$ cat config.mk
export PLATFORM = sky130hd
export DESIGN_NAME = fetch_decode_queue
export DESIGN_NICKNAME = d
export VERILOG_FILES = /design/src/rtl/fetch_decode_queue_pkg.sv /design/src/rtl/fetch_decode_queue_ptr.sv /design/src/rtl/fetch_decode_queue.sv
export SDC_FILE = /design/constraint.sdc
export NUM_CORES = 1
export LEC_CHECK = 0
export ABC_AREA = 1
export ABC_CLOCK_PERIOD_IN_PS = 2950
export CORE_MARGIN = 4
export CORE_UTILIZATION = 53
export CTS_CLUSTER_DIAMETER = 80
export DETAILED_ROUTE_END_ITERATION = 6
export HOLD_SLACK_MARGIN = 0.12
export PLACE_DENSITY = 0.91
export SETUP_SLACK_MARGIN = 0.2
export SLEW_MARGIN = 5
export SYNTH_ARGS = -nofsm -noshare
export SYNTH_HDL_FRONTEND = slang
export SYNTH_SLANG_ARGS = --single-unit
$ cat constraint.sdc
create_clock -name clk -period 2.95 [get_ports clk]
set_input_delay 0.295 -clock clk [delete_from_list [all_inputs] [get_ports clk]]
set_output_delay 0.295 -clock clk [all_outputs]
set_load 0.1 [all_outputs]
$ cat src/rtl/fetch_decode_queue_pkg.sv
// Shared field layout for the fetch/decode queue.
// Opcode and register-address widths, bit positions, NOP opcode.
package fetch_decode_queue_pkg;

  localparam int OPC_W    = 4;
  localparam int REG_W    = 2;
  localparam int REG1_LSB = 2;
  localparam int REG2_LSB = 0;

  typedef logic [OPC_W-1:0] opcode_t;
  typedef logic [REG_W-1:0] reg_addr_t;

  localparam opcode_t NOP_OPC = 4'h0;

endpackage

$ cat src/rtl/fetch_decode_queue_ptr.sv
// queue_ptr: wrap-around pointer with increment and clear.
// Ports: clk, rst (async active-low), clr, inc, ptr.
module queue_ptr #(
  parameter int DEPTH = 4,
  parameter int PTR_W = $clog2(DEPTH)
) (
  input  logic             clk,
  input  logic             rst,
  input  logic             clr,
  input  logic             inc,
  output logic [PTR_W-1:0] ptr
);

  logic [PTR_W-1:0] ptr_q;
  logic [PTR_W-1:0] ptr_d;

  // DEPTH is a power of two, so natural overflow wraps
  always_comb begin
    ptr_d = ptr_q;
    if (clr) begin
      ptr_d = '0;
    end else if (inc) begin
      ptr_d = ptr_q + PTR_W'(1);
    end
  end

  always_ff @(posedge clk or negedge rst) begin
    if (!rst) begin
      ptr_q <= '0;
    end else begin
      ptr_q <= ptr_d;
    end
  end

  assign ptr = ptr_q;

endmodule

$ cat src/rtl/fetch_decode_queue.sv
// Fetch-to-decode FIFO presenting decoded head fields, NOP when empty.
// Ports: clk, rst, Flush, in_valid/in_ready, fetch fields, out_valid/out_ready, decode fields, count.
module fetch_decode_queue
  import fetch_decode_queue_pkg::*;
#(
  parameter int DATA_W = 8,
  parameter int DEPTH  = 4,
  parameter int CNT_W  = $clog2(DEPTH + 1)
) (
  input  logic              clk,
  input  logic              rst,
  input  logic              Flush,
  input  logic              in_valid,
  output logic              in_ready,
  input  logic [DATA_W-1:0] Instruction,
  input  logic [DATA_W-1:0] Next_PC,
  input  logic [DATA_W-1:0] IN_Port,
  output logic              out_valid,
  input  logic              out_ready,
  output logic [OPC_W-1:0]  Opcode,
  output logic [REG_W-1:0]  Read_Reg_1,
  output logic [REG_W-1:0]  Read_Reg_2,
  output logic [DATA_W-1:0] Imm,
  output logic [DATA_W-1:0] Next_PC_out,
  output logic [DATA_W-1:0] IN_Port_out,
  output logic [CNT_W-1:0]  count
);

  localparam int PTR_W = $clog2(DEPTH);

  logic [DATA_W-1:0] instr_mem [DEPTH];
  logic [DATA_W-1:0] npc_mem   [DEPTH];
  logic [DATA_W-1:0] port_mem  [DEPTH];

  logic [PTR_W-1:0] rd_ptr;
  logic [PTR_W-1:0] wr_ptr;
  logic [CNT_W-1:0] count_q;
  logic [CNT_W-1:0] count_d;
  logic             push;
  logic             pop;

  logic [DATA_W-1:0] head_instr;
  logic [DATA_W-1:0] head_npc;
  logic [DATA_W-1:0] head_port;

  // Ready/valid come from count_q only; no path from out_ready
  assign in_ready  = (count_q < CNT_W'(DEPTH));
  assign out_valid = (count_q != '0);

  assign push = in_valid && in_ready && !Flush;
  assign pop  = out_valid && out_ready && !Flush;

  queue_ptr #(
    .DEPTH (DEPTH),
    .PTR_W (PTR_W)
  ) u_rd_ptr (
    .clk (clk),
    .rst (rst),
    .clr (Flush),
    .inc (pop),
    .ptr (rd_ptr)
  );

  queue_ptr #(
    .DEPTH (DEPTH),
    .PTR_W (PTR_W)
  ) u_wr_ptr (
    .clk (clk),
    .rst (rst),
    .clr (Flush),
    .inc (push),
    .ptr (wr_ptr)
  );

  always_comb begin
    count_d = count_q;
    if (Flush) begin
      count_d = '0;
    end else if (push && !pop) begin
      count_d = count_q + CNT_W'(1);
    end else if (pop && !push) begin
      count_d = count_q - CNT_W'(1);
    end
  end

  always_ff @(posedge clk or negedge rst) begin
    if (!rst) begin
      count_q <= '0;
    end else begin
      count_q <= count_d;
    end
  end

  // Storage is not reset: outputs are masked while empty
  always_ff @(posedge clk) begin
    if (push) begin
      instr_mem[wr_ptr] <= Instruction;
      npc_mem[wr_ptr]   <= Next_PC;
      port_mem[wr_ptr]  <= IN_Port;
    end
  end

  assign head_instr = instr_mem[rd_ptr];
  assign head_npc   = npc_mem[rd_ptr];
  assign head_port  = port_mem[rd_ptr];

  assign Opcode      = out_valid ? head_instr[DATA_W-1 -: OPC_W] : NOP_OPC;
  assign Read_Reg_1  = out_valid ? head_instr[REG1_LSB +: REG_W] : '0;
  assign Read_Reg_2  = out_valid ? head_instr[REG2_LSB +: REG_W] : '0;
  assign Imm         = out_valid ? head_instr : '0;
  assign Next_PC_out = out_valid ? head_npc : '0;
  assign IN_Port_out = out_valid ? head_port : '0;
  assign count       = count_q;

endmodule

# [Yosys cells after proc, flatten, opt, wreduce, memory -nomap -nowiden]
# Memories as Yosys holds them, arrays and structs flattened.
# Index checks and enable logic that the tools add are counted.
[totals] regBits=7 mem_bits_rw=96 in_bits=29 out_inout_bits=37 wordCells=39 memories=3
[op_classes] addsub=4 order_cmp=1 n_mux=15 n_reduce_logical=13
[memory_table] memory="instr_mem" depth=4 word_bits=8 read_ports=1 rd_ports_with_merged_regs=0 wr=1 line_no="fetch_decode_queue.sv:31" text="logic [DATA_W-1:0] instr_mem [DEPTH];"
[memory_table] memory="npc_mem" depth=4 word_bits=8 read_ports=1 rd_ports_with_merged_regs=0 wr=1 line_no="fetch_decode_queue.sv:32" text="logic [DATA_W-1:0] npc_mem [DEPTH];"
[memory_table] memory="port_mem" depth=4 word_bits=8 read_ports=1 rd_ports_with_merged_regs=0 wr=1 line_no="fetch_decode_queue.sv:33" text="logic [DATA_W-1:0] port_mem [DEPTH];"
[ops] operator="$mux W8" count=3
[ops] operator="$mux W2" count=6
[ops] operator="$mux W3" count=3
[ops] operator="$logic_and A1 B1 Y1" count=6
[ops] operator="$reduce_bool A3 Y1" count=2
[ops] operator="$add A2 B1 Y2 const B" count=2
[ops] operator="$mux W4" count=1
[ops] operator="$reduce_bool A2 Y1" count=2
[ops] operator="$add A3 B1 Y3 const B" count=1
[ops] operator="$logic_not A1 Y1" count=3
[ops] operator="$lt A3 B3 Y1 const B" count=1
[ops] operator="$sub A3 B1 Y3 const B" count=1
[ops] operator="$mux W1" count=2

# [Depth between registers and ports, before layout]
[depth] depth_word=8 mapped_depth=9 ltp_nobuf=9

# [Hierarchy]
# From an unflattened synthesis, not the netlist that was laid out.
[hier_totals] cells_unflattened=353 area_unflattened_um2=4194.0
[modules_own_cells] module="fetch_decode_queue" n_inst=1 cells_each=331 area_per_inst_um2=4021.4 seq_area_each_um2=2957.8
[modules_own_cells] module="queue_ptr" n_inst=2 cells_each=11 area_per_inst_um2=86.3 seq_area_each_um2=50.0

# [Least setup slack after synthesis]
# OpenSTA, ideal clock, no wires.
[synth_path] kind="register to output" start="register count_q[2], in the netlist count[2]" end="output Opcode[0]" t_arrival_ns=4.445 required_ns=2.655 setup_slack_ns=-1.790 path_stages_with_launch=7 path_buffers=2 cell_sequence="dfrtp_1 > inv_2 > nand2_2 > inv_1 > buf_6 > a21oi_1 > buf_4"
[synth_between] elab_chain_cells=2
[synth_lines] element="from (decl)" line_no="fetch_decode_queue.sv:37" text="logic [CNT_W-1:0] count_q;"
[synth_lines] element="from (signal assigned)" line_no="fetch_decode_queue.sv:90" text="count_q <= count_d;"
[synth_lines] element="$reduce_bool A3 Y1" line_no="fetch_decode_queue.sv:48" text="assign out_valid = (count_q != '0);"
[synth_lines] element="net out_valid" line_no="fetch_decode_queue.sv:18" text="output logic out_valid,"
[synth_lines] element="$mux W4" line_no="fetch_decode_queue.sv:107" text="assign Opcode = out_valid ? head_instr[DATA_W-1 -: OPC_W] : NOP_OPC;"
[synth_lines] element="to (decl)" line_no="fetch_decode_queue.sv:20" text="output logic [OPC_W-1:0] Opcode,"
# The timed path passes the listed nets, and every way through them passes these cells.

# [Final worst setup path]
[layout_path] start="register u_rd_ptr.ptr_q[1], in the netlist u_rd_ptr.ptr[1]" end="output Next_PC_out[6]"
[layout_between] elab_chain_cells=2
[layout_lines] element="from (decl)" line_no="fetch_decode_queue_ptr.sv:14" text="logic [PTR_W-1:0] ptr_q;"
[layout_lines] element="from (signal assigned)" line_no="fetch_decode_queue_ptr.sv:31" text="ptr_q <= ptr_d;"
[layout_lines] element="$mem_v2 Z4 W8"
[layout_lines] element="$mux W8" line_no="fetch_decode_queue.sv:111" text="assign Next_PC_out = out_valid ? head_npc : '0;"
[layout_lines] element="to (decl)" line_no="fetch_decode_queue.sv:24" text="output logic [DATA_W-1:0] Next_PC_out,"
# No other way between the ends.

==> results.sh <==
export IMPL_worst_pin_slew_ns=0.747
export IMPL_numClockSinks=103
export IMPL_path_buf_inv=2
export IMPL_via_total_after_detailed_routing=2884
export IMPL_post_synth_main_area_contributors="sky130_fd_sc_hd__edfxtp_1 67%, sky130_fd_sc_hd__nor2_1 8.9%, sky130_fd_sc_hd__dfrtp_1 4.1%"
export IMPL_std_cell_rows=32
export IMPL_synth_top_cell_by_area="sky130_fd_sc_hd__edfxtp_1"
export IMPL_mappedNetlistNets=385
export IMPL_worst_setup_path_type="reg2out"
export IMPL_die_h_um=98.1
export IMPL_hpwl_um=5840
export IMPL_holdBufCountCts=0
export IMPL_skew_ns=0.0117
export IMPL_yosysUniqueCellTypes=24
export IMPL_holdCritPathClass="in2async"
export IMPL_final_layout_size_suffix_gt1_share_pct=25.7
export IMPL_drv_cap=0
export IMPL_worst_path_clk_slew_ns=0.09
export IMPL_yosysWarningCount=0
export IMPL_synthesized_instance_count=351
export IMPL_areaGrowthSynthToFinish_pct=30.1
export IMPL_yosys_cell_count_top_type="sky130_fd_sc_hd__nor2_1"
export IMPL_grt_overflow_total=0
export IMPL_fillCellCount=497
export IMPL_finalInstanceArea_um2=5600
export IMPL_crit_path_cells="inv_2 -> nor2_1 -> o21ai_1 -> a21oi_2 -> buf_12"
export IMPL_insertion_delay_to_the_later_sink_of_the_worst_skew_pair_ns=0.37
export IMPL_slew_limit_headroom_pct=50.1
export IMPL_fin_nets=442
export IMPL_drt_iter0_drc=297
export IMPL_cp_depth=5
export IMPL_design_core_area_um2=7810
export IMPL_detail_route_drc_violations=0
export IMPL_ys_ff_latch=103
export IMPL_max_freq_mhz=397
export IMPL_die_area_um2=9630
export IMPL_drtPass1Iterations=4
export IMPL_grtUsageTotal_pct=20.2
export IMPL_final_antenna_net_count=0
export IMPL_synth_top_cells_by_count="102 x sky130_fd_sc_hd__nor2_1, 96 x sky130_fd_sc_hd__edfxtp_1, 35 x sky130_fd_sc_hd__o21ai_0"
export IMPL_cts_htree_levels=3
export IMPL_setup_violations=0
export IMPL_register_area_share_after_synthesis_pct=71.0
export IMPL_synth_async_sr_flop_share_pct=6.80
export IMPL_antenna_diode_count=0
export IMPL_cts_root_buffer_cell="sky130_fd_sc_hd__clkbuf_8"
export IMPL_cp_end_kind="output port"
export IMPL_viasPerCell=5.60
export IMPL_clk_path_buf_depth=2
export IMPL_worst_path_cell_with_the_longest_stage_delay="sky130_fd_sc_hd__dfrtp_2"
export IMPL_final_max_slew_viol_count=0
export IMPL_route_final_wire_length_um=9200
export IMPL_die_w_um=98.1
export IMPL_multi_input_comb_area_um2=1160
export IMPL_synth_enable_flop_cells=96
export IMPL_crit_path_max_fanout=26
export IMPL_wire_per_inst_um=17.9
export IMPL_outcome="completed"
export IMPL_tritoncts="yes"
export IMPL_tritoncts_buffer_count=9
export IMPL_floorplan_initialDensity_pct=55.2
export IMPL_required_time_worst_endpoint_ns=2.65
export IMPL_numPortBuffers=65
export IMPL_ff2ff_path_depth=6
export IMPL_tns_ns=0
export IMPL_grt_pass1_wl_um=15200
export IMPL_layout_worst_path_cycle_share_pct=85.4
export IMPL_hold_viol=0
export IMPL_finalCriticalPeriod_ns=2.52
export IMPL_critPathTopFamily="flip-flops"
export IMPL_dpl_cell_area_um2=5420
export IMPL_critPathLaunchType="register"
export IMPL_synthFlopType="sky130_fd_sc_hd__edfxtp_1"
export IMPL_post_synth_top_area_fraction_pct=66.9
export IMPL_crit_path_largest_cell_delay_ns=0.69
export IMPL_synth_cell_area_um2=4310
export IMPL_pin_count_of_the_biggest_net_entering_global_routing=50
export IMPL_gpl_final_weighted_congestion=0.758
export IMPL_seqCellArea_um2=3070
export IMPL_grt_pass1_vias=3135
export IMPL_boundaryPins=66
export IMPL_grt_antenna_before_repair=0
export IMPL_syn_avg_cell_area_um2=12.3
export IMPL_critical_path_arrival_ns=2.22
export IMPL_rsz0062_at_grt="no"
-- per-layer routing --
layer | vias up | share of wire (%) | routed length, um | GRT usage, %
met5 | - | 0 | 0 | 0
met4 | 0 | 3.4 | 311 | 12.3
met3 | 30 | 4.8 | 444 | 3.50
met2 | 113 | 54 | 4950 | 35.7
met1 | 1414 | 38 | 3490 | 22.7
li1 | 1327 | - | - | -
-- placed cells by master, fill, tap and decap left out, types with 2 or more instances in the layout --
| cell type | instances |
|---|---|
| sky130_fd_sc_hd__a21oi_1 | 2 |
| sky130_fd_sc_hd__a21oi_2 | 17 |
| sky130_fd_sc_hd__a21oi_4 | 8 |
| sky130_fd_sc_hd__buf_12 | 32 |
| sky130_fd_sc_hd__buf_4 | 12 |
| sky130_fd_sc_hd__clkbuf_8 | 9 |
| sky130_fd_sc_hd__clkdlybuf4s50_1 | 28 |
| sky130_fd_sc_hd__clkinv_2 | 2 |
| sky130_fd_sc_hd__dfrtp_1 | 2 |
| sky130_fd_sc_hd__dfrtp_2 | 4 |
| sky130_fd_sc_hd__edfxtp_1 | 96 |
| sky130_fd_sc_hd__ha_1 | 4 |
| sky130_fd_sc_hd__inv_1 | 10 |
| sky130_fd_sc_hd__inv_2 | 4 |
| sky130_fd_sc_hd__inv_6 | 2 |
| sky130_fd_sc_hd__nand2_1 | 9 |
| sky130_fd_sc_hd__nand2_4 | 3 |
| sky130_fd_sc_hd__nand3_1 | 4 |
| sky130_fd_sc_hd__nor2_1 | 98 |
| sky130_fd_sc_hd__nor2_2 | 4 |
| sky130_fd_sc_hd__o21ai_0 | 35 |
| sky130_fd_sc_hd__o21ai_1 | 17 |
-- sequential cells by signal, indices dropped and copies added, names as in the netlist --
name / flops
count: 3
instr_mem: 32
npc_mem: 32
port_mem: 32
u_rd_ptr.ptr: 2
u_wr_ptr.ptr: 2
-- path summary, 6_finish.rpt --
path | from | endpoint | slack (ns)
hold / removal | rst | count[0]$_DFFE_PN0P_ | 0.20
max in group asynchronous | rst | count[2]$_DFFE_PN0P_ | 2.46
hold reg to reg | count[1]$_DFFE_PN0P_ | count[1]$_DFFE_PN0P_ | 0.60
setup / recovery | u_rd_ptr.ptr[1]$_DFFE_PN0P_ | Next_PC_out[6] | 0.43
setup reg to reg | count[2]$_DFFE_PN0P_ | port_mem[1][2]$_DFFE_PP_ | 1.13
min in group clk | IN_Port[0] | port_mem[0][0]$_DFFE_PP_ | 0.56
-- stage by stage --
step	instances	util, %	worst slack (ns)	hold WS, ns
floorplan	351	-	0.223	-0.000591
global placement	499	69.5	0.535	0.576
detailed placement	499	69.5	0.494	0.582
CTS	515	71.8	0.446	0.195
global route	515	71.8	0.305	0.216
finish	515	71.8	0.430	0.198
-- what timing repair did --
action / in CTS / in global routing
setup buffers: 0 / 0
endpoints found under the setup margin: 32 / 0
gates resized for setup: 1 / 0
-- cell type report --
type	instances	share of cell area [%]
repair buffers	72	18.0
multi-input cells	207	20.7
flip-flops and latches	103	54.7
clock buffers	9	2.21
clock inverters	7	0.983
well taps	102	2.28
inverters	15	1.05
-- cell families after synthesis --
family | share of synthesized area, %
buffers and inverters | 6.10
AND/OR/NAND/NOR | 11.8
flip-flops | 71.0
AO/OA/AOI/OAI | 9.47
adder cells (fa/ha/maj) | 1.63
Power is not shown: default switching activity piles up to over one toggle a cycle in this logic, so the estimate is an artifact.
